$ cat src/rtl/reg_dump_ctrl_if.sv
`default_nettype none
// ============================================================================
// Module   : reg_dump_ctrl_if
// Brief    : CPU-side, register-file and dump-stream signals of reg_dump_ctrl.
// Revision : 1.0
// ============================================================================
interface reg_dump_ctrl_if;
    logic [31:0] pc;
    logic [31:0] instr;
    logic        bp_en;
    logic [31:0] bp_addr;
    logic        cpu_stall;
    logic [4:0]  reg_sel;
    logic [31:0] reg_data;
    logic        dump_valid;
    logic        dump_ready;
    logic [31:0] dump_data;
    logic        dump_last;
    logic        resume;
    logic        done;
    logic        timeout;

    // master: the dump controller; slave: the CPU/sink environment
    modport master (
        input  pc, instr, bp_en, bp_addr, reg_data, dump_ready, resume,
        output cpu_stall, reg_sel, dump_valid, dump_data, dump_last, done, timeout
    );

    modport slave (
        output pc, instr, bp_en, bp_addr, reg_data, dump_ready, resume,
        input  cpu_stall, reg_sel, dump_valid, dump_data, dump_last, done, timeout
    );
endinterface
`default_nettype wire

$ cat src/rtl/reg_dump_ctrl.sv
`default_nettype none
// ============================================================================
// Module   : reg_dump_ctrl
// Brief    : Halts the CPU on breakpoint or idle-cycle limit and streams
//            pc, instr and r0..r31 out as a 34-word valid/ready dump.
// Revision : 1.0
// ============================================================================
module reg_dump_ctrl #(
    parameter int unsigned CYCLE_LIMIT = 1000
) (
    input  logic                  clk,
    input  logic                  rst,
    reg_dump_ctrl_if.master       bus
);

    typedef enum logic [1:0] {
        ST_IDLE = 2'd0,
        ST_HALT = 2'd1,
        ST_SEND = 2'd2,
        ST_DONE = 2'd3
    } state_t;

    localparam logic [15:0] c_limit_m1  = 16'(CYCLE_LIMIT - 1);
    localparam logic [5:0]  c_last_idx  = 6'd33;
    localparam logic [5:0]  c_num_words = 6'd34;

    state_t      state_q,      state_d;
    logic [15:0] cnt_q,        cnt_d;
    logic [5:0]  idx_q,        idx_d;
    logic [31:0] snap_pc_q,    snap_pc_d;
    logic [31:0] snap_instr_q, snap_instr_d;
    logic [31:0] data_q,       data_d;
    logic        valid_q,      valid_d;
    logic        last_q,       last_d;
    logic        timeout_q,    timeout_d;

    logic        w_bp_hit;
    logic        w_lim_hit;
    logic        w_trigger;
    logic        w_load;
    logic [31:0] w_word;

    always_ff @(posedge clk) begin
        if (rst) begin
            state_q      <= ST_IDLE;
            cnt_q        <= '0;
            idx_q        <= '0;
            snap_pc_q    <= '0;
            snap_instr_q <= '0;
            data_q       <= '0;
            valid_q      <= 1'b0;
            last_q       <= 1'b0;
            timeout_q    <= 1'b0;
        end else begin
            state_q      <= state_d;
            cnt_q        <= cnt_d;
            idx_q        <= idx_d;
            snap_pc_q    <= snap_pc_d;
            snap_instr_q <= snap_instr_d;
            data_q       <= data_d;
            valid_q      <= valid_d;
            last_q       <= last_d;
            timeout_q    <= timeout_d;
        end
    end

    always_comb begin
        w_bp_hit  = bus.bp_en && (bus.pc == bus.bp_addr);
        w_lim_hit = (cnt_q == c_limit_m1);
        w_trigger = (state_q == ST_IDLE) && (w_bp_hit || w_lim_hit);
        // The output register may take a new word when empty or being drained.
        w_load    = !valid_q || bus.dump_ready;

        case (idx_q)
            6'd0:    w_word = snap_pc_q;
            6'd1:    w_word = snap_instr_q;
            6'd2:    w_word = 32'h0000_0000;
            default: w_word = bus.reg_data;
        endcase
    end

    always_comb begin
        state_d      = state_q;
        cnt_d        = cnt_q;
        idx_d        = idx_q;
        snap_pc_d    = snap_pc_q;
        snap_instr_d = snap_instr_q;
        data_d       = data_q;
        valid_d      = valid_q;
        last_d       = last_q;
        timeout_d    = timeout_q;

        case (state_q)
            ST_IDLE: begin
                if (w_trigger) begin
                    snap_pc_d    = bus.pc;
                    snap_instr_d = bus.instr;
                    timeout_d    = !w_bp_hit;
                    state_d      = ST_HALT;
                end else begin
                    cnt_d = cnt_q + 16'd1;
                end
            end
            ST_HALT: begin
                idx_d   = '0;
                state_d = ST_SEND;
            end
            ST_SEND: begin
                if (idx_q < c_num_words) begin
                    if (w_load) begin
                        data_d  = w_word;
                        last_d  = (idx_q == c_last_idx);
                        valid_d = 1'b1;
                        idx_d   = idx_q + 6'd1;
                    end
                end else if (valid_q && bus.dump_ready) begin
                    valid_d = 1'b0;
                    last_d  = 1'b0;
                    state_d = ST_DONE;
                end
            end
            ST_DONE: begin
                if (bus.resume) begin
                    cnt_d   = '0;
                    state_d = ST_IDLE;
                end
            end
            default: state_d = ST_IDLE;
        endcase
    end

    // Indices 32 and 33 wrap in 5 bits to r30 and r31.
    assign bus.reg_sel    = ((idx_q >= 6'd2) && (idx_q <= c_last_idx)) ? (idx_q[4:0] - 5'd2) : 5'd0;
    assign bus.cpu_stall  = w_trigger || (state_q != ST_IDLE);
    assign bus.dump_valid = valid_q;
    assign bus.dump_data  = data_q;
    assign bus.dump_last  = last_q;
    assign bus.done       = (state_q == ST_DONE);
    assign bus.timeout    = timeout_q;

endmodule
`default_nettype wire
$ cat src/flat_wrapper.sv
// flat-port wrapper written by rule: the top's interface ports become plain ports
module reg_dump_ctrl_flat 
#(
    parameter int unsigned CYCLE_LIMIT = 1000
)
  (clk, rst, bus_pc, bus_instr, bus_bp_en, bus_bp_addr, bus_reg_data, bus_dump_ready, bus_resume, bus_cpu_stall, bus_reg_sel, bus_dump_valid, bus_dump_data, bus_dump_last, bus_done, bus_timeout);
  reg_dump_ctrl_if bus_i ();
  input  logic clk;
  input  logic rst;
  input wire logic [$bits(bus_i.pc)-1:0] bus_pc;
  input wire logic [$bits(bus_i.instr)-1:0] bus_instr;
  input wire logic [$bits(bus_i.bp_en)-1:0] bus_bp_en;
  input wire logic [$bits(bus_i.bp_addr)-1:0] bus_bp_addr;
  input wire logic [$bits(bus_i.reg_data)-1:0] bus_reg_data;
  input wire logic [$bits(bus_i.dump_ready)-1:0] bus_dump_ready;
  input wire logic [$bits(bus_i.resume)-1:0] bus_resume;
  output wire logic [$bits(bus_i.cpu_stall)-1:0] bus_cpu_stall;
  output wire logic [$bits(bus_i.reg_sel)-1:0] bus_reg_sel;
  output wire logic [$bits(bus_i.dump_valid)-1:0] bus_dump_valid;
  output wire logic [$bits(bus_i.dump_data)-1:0] bus_dump_data;
  output wire logic [$bits(bus_i.dump_last)-1:0] bus_dump_last;
  output wire logic [$bits(bus_i.done)-1:0] bus_done;
  output wire logic [$bits(bus_i.timeout)-1:0] bus_timeout;
  assign bus_i.pc = bus_pc;
  assign bus_i.instr = bus_instr;
  assign bus_i.bp_en = bus_bp_en;
  assign bus_i.bp_addr = bus_bp_addr;
  assign bus_i.reg_data = bus_reg_data;
  assign bus_i.dump_ready = bus_dump_ready;
  assign bus_i.resume = bus_resume;
  assign bus_cpu_stall = bus_i.cpu_stall;
  assign bus_reg_sel = bus_i.reg_sel;
  assign bus_dump_valid = bus_i.dump_valid;
  assign bus_dump_data = bus_i.dump_data;
  assign bus_dump_last = bus_i.dump_last;
  assign bus_done = bus_i.done;
  assign bus_timeout = bus_i.timeout;
  reg_dump_ctrl #(.CYCLE_LIMIT(CYCLE_LIMIT)) u_core (.clk(clk), .rst(rst), .bus(bus_i));
endmodule
$ cat config.mk
export PLATFORM = sky130hd
export DESIGN_NAME = reg_dump_ctrl_flat
export DESIGN_NICKNAME = d
export VERILOG_FILES = /design/src/rtl/reg_dump_ctrl_if.sv /design/src/rtl/reg_dump_ctrl.sv /design/src/flat_wrapper.sv
export SDC_FILE = /design/constraint.sdc
export NUM_CORES = 1
export LEC_CHECK = 0
export CAP_MARGIN = 20
export CORE_UTILIZATION = 45
export DETAILED_ROUTE_END_ITERATION = 8
export PLACE_DENSITY = 0.88
export RECOVER_POWER = 50
export SYNTH_ARGS = -nofsm -noshare
export SYNTH_HDL_FRONTEND = slang
export SYNTH_SLANG_ARGS = --single-unit
$ cat constraint.sdc
create_clock -name clk -period 2.95 [get_ports clk]
set_input_delay 0.59 -clock clk [delete_from_list [all_inputs] [get_ports clk]]
set_output_delay 0.59 -clock clk [all_outputs]
set_load 0.005 [all_outputs]
==> metrics.txt <==
status finished, violations left; failing checks design-rule violations; final instance area 8660 sq um; first-pass GRT wire length 30500 um; post-place setup slack -0.750 ns; top cells by count, synth dfxtp_1, nand3_1, o21ai_0; Worst Setup End Kind primary output; Reg power frac 0.398; per-cell routed wire length 18.8 um; fraction of registers with async set/reset 0; # IOs 175; Synthesized Nets 848; ANT cells 0; Sw Share 0.220; Die Span Y 117 um; CTS buffer count 17; Worst Setup EP bus_cpu_stall; fin util 0.681; WP data arrival about 2.3 ns; Remaining DRCs 6; fmax approximately 0.35 GHz; TritonCTS clock tree done; nets 1021; setup bufs post-CTS 0; number of global-route vias before repair roughly 6000; worst setup margin ~0.053 ns; Setup Skew 0.0117 ns; FF-to-FF Start u_core.idx_q[1]$_SDFFE_PP0P_; IO Port Bufs 174; Avg Cell Area, Syn 8.39 sq um; via count 6417; FP Rows 41; WHS Path Cells 3; synthesized flop and latch total 123; Worst R2R Setup Slack 0.27 ns; top cells by area, synth dfxtp_1, nand3_1, o21ai_0; initial antenna violation count 0; largest area contributor in the netlist dfxtp_1; largest net degree at the start of global routing between 70 and 80; Worst-path clk slew 0.06 ns; Final Cycle Share 0.982; die area 13600 sq um; Worst EP required ~2.4 ns; combinational power share 0.077; Worst VDD drop 0.000418 V; Root Driver clkbuf_16; clock network fraction of design power 0.525; antenna-violating nets left 0; Via-to-Cell Ratio 6.04; Syn Inst Count 704; remaining global-route overflow 0; Core ar. 12700 sq um; GPL Wtd Cong approximately 0.95; internal power 3.27 mW; Synth cell types 51; Clock Tree Buf Depth 2; ys flop type dfxtp_1; leak pwr between 3 and 4 nW; PD cells 484 nW/um^2; Pwr Total 4.19 mW; DR pass1 iterations 9; Hold Crit Class in -> reg; total global-route track usage 0.292; clock period minus worst slack 2.90 ns; HPWL Detailed 13300 um; yosys warns 0; Crit Path Class in -> out; crit-path max FO 2; drt total wl 20000 um; P_sw about 0.92 mW; worst r2r dst u_core.bus.dump_data[9]$_SDFFE_PP0P_; final-report setup violation count 0; Rel. slew slack 0.406; post-synth top area share 0.417; CTS Sinks 123; final hold violations 0; clk_lat worst skew 0.42 ns; # Max-Cap Violations 0; Worst Reg2Reg Path Length in Cells 5; die width 117 um; sequential area share after synthesis 0.417; Worst-Margin Slew 0.879 ns; Placed Area around 8000 sq um; most common cell in the netlist dfxtp_1; Startpoint Class input pin; Max Slew Vio Count 0; Post-synth EDFFs 0; Setup crit start bus_bp_addr[11]; htree depth 4; fraction of layout instances using a drive strength above 1 0.117; initial cell density of the core 0.464; hold_buf cts 0; Layout Area Growth over Synthesis 46.8%; Initial DRC Count roughly 1000; synthesized area a little under 6000 sq um
power by group through the flow:
| stage | logic (mW) | clock network, mW | registers [mW] |
|---|---|---|---|
| 6_report | 0.322 | 2.20 | 1.67 |
| 5_1_grt | 0.339 | 2.29 | 1.67 |
| 4_1_cts | 0.322 | 2.21 | 1.67 |
| 3_5_place_dp | 0.322 | 0 | 1.71 |
| 3_3_place_gp | 0.320 | 0 | 1.71 |
| 2_1_floorplan | 0.0779 | 0 | 1.70 |
final cells by class:
class,instances,area [sq um]
clock inverters,12,161
multi-input cells,507,3240
flip-flops and latches,123,2460
repair buffers,220,2090
clock buffers,20,467
well taps,172,215
fillers,996,4060
inverters,8,30.0
repair_timing:
item | in CTS | in global routing
hold endpoints to repair | 0 | 0
endpoints found under the setup margin | 6 | 6
pin swaps | 14 | 14
gates resized for setup | 36 | 27
through the flow:
stage	setup TNS, ns	hold WS, ns	cells
after floorplan	0	0.452	704
after global placement	-22.88	0.460	1031
after detailed placement	-24.58	0.468	1031
after CTS	0	0.475	1063
after global routing	-0.0306	0.484	1062
final	0	0.458	1062
placed cells by master (no fill, tap or decap), drive strengths merged, types with 6 or more instances in the layout:
cell / instances
and3: 9
clkdlybuf4s50: 105
xnor2: 19
nor4: 8
nand2: 12
a31oi: 7
ha: 11
nand3: 77
nor2: 60
a21oi: 72
o311ai: 6
dfxtp: 123
inv: 11
dlygate4sd3: 35
dlymetal6s2s: 11
buf: 44
a211oi: 33
o21ai: 77
clkbuf: 27
nand4: 8
o31ai: 9
nor3: 6
xor2: 18
dlygate4sd2: 14
a222oi: 32
cells by family (layout without fill, tap and decap cells):
logic type      Yosys count  after routing  synth area share
compound gates          251            251             0.276
mux                       1              1           0.00170
fa+ha+maj                11             11            0.0233
simple gates            207            207             0.178
flops                   123            123             0.417
xor+xnor                 37             37            0.0549
buf+inv                  74            260            0.0494
worst max-delay path, stage by stage:
cell             delay, ns
clkdlybuf4s50_1       0.44
xor2_1                0.16
nor4_2                0.29
buf_4                 0.16
nand4_1               0.15
o31a_4                0.33
nand2_4               0.09
buf_6                 0.09
worst min-delay path by stage:
| stage | start | to | slack (ns) |
|---|---|---|---|
| global route | bus_pc[19] | u_core.snap_pc_q[19]$_SDFFE_PP0P_ | 0.48 |
| detailed placement | u_core.snap_pc_q[23]$_SDFFE_PP0P_ | u_core.snap_pc_q[23]$_SDFFE_PP0P_ | 0.47 |
| CTS | u_core.snap_pc_q[2]$_SDFFE_PP0P_ | u_core.snap_pc_q[2]$_SDFFE_PP0P_ | 0.47 |
| global placement | u_core.snap_instr_q[5]$_SDFFE_PP0P_ | u_core.snap_instr_q[5]$_SDFFE_PP0P_ | 0.46 |
| finish | bus_pc[19] | u_core.snap_pc_q[19]$_SDFFE_PP0P_ | 0.46 |
| floorplan | u_core.cnt_q[15]$_SDFFE_PP0P_ | u_core.cnt_q[15]$_SDFFE_PP0P_ | 0.45 |
metal layers:
| layer | GRT usage | vias up | part of all wire |
|---|---|---|---|
| li1 | - | 3005 | - |
| met1 | 0.366 | 2991 | 0.40 |
| met2 | 0.479 | 370 | 0.47 |
| met3 | 0.0612 | 51 | 0.090 |
| met4 | 0.138 | 0 | 0.032 |
| met5 | 0 | - | 0 |
registers in the layout (all words and copies together) (netlist names):
| signal | count |
|---|---|
| u_core.bus.dump_data | 32 |
| u_core.snap_pc_q | 32 |
| u_core.idx_q | 6 |
| u_core.bus.timeout | 1 |
| u_core.snap_instr_q | 32 |
| u_core.bus.dump_valid | 1 |
| u_core.cnt_q | 16 |
| u_core.bus.dump_last | 1 |
| u_core.state_q | 2 |
(Power assumes the default switching activity.)
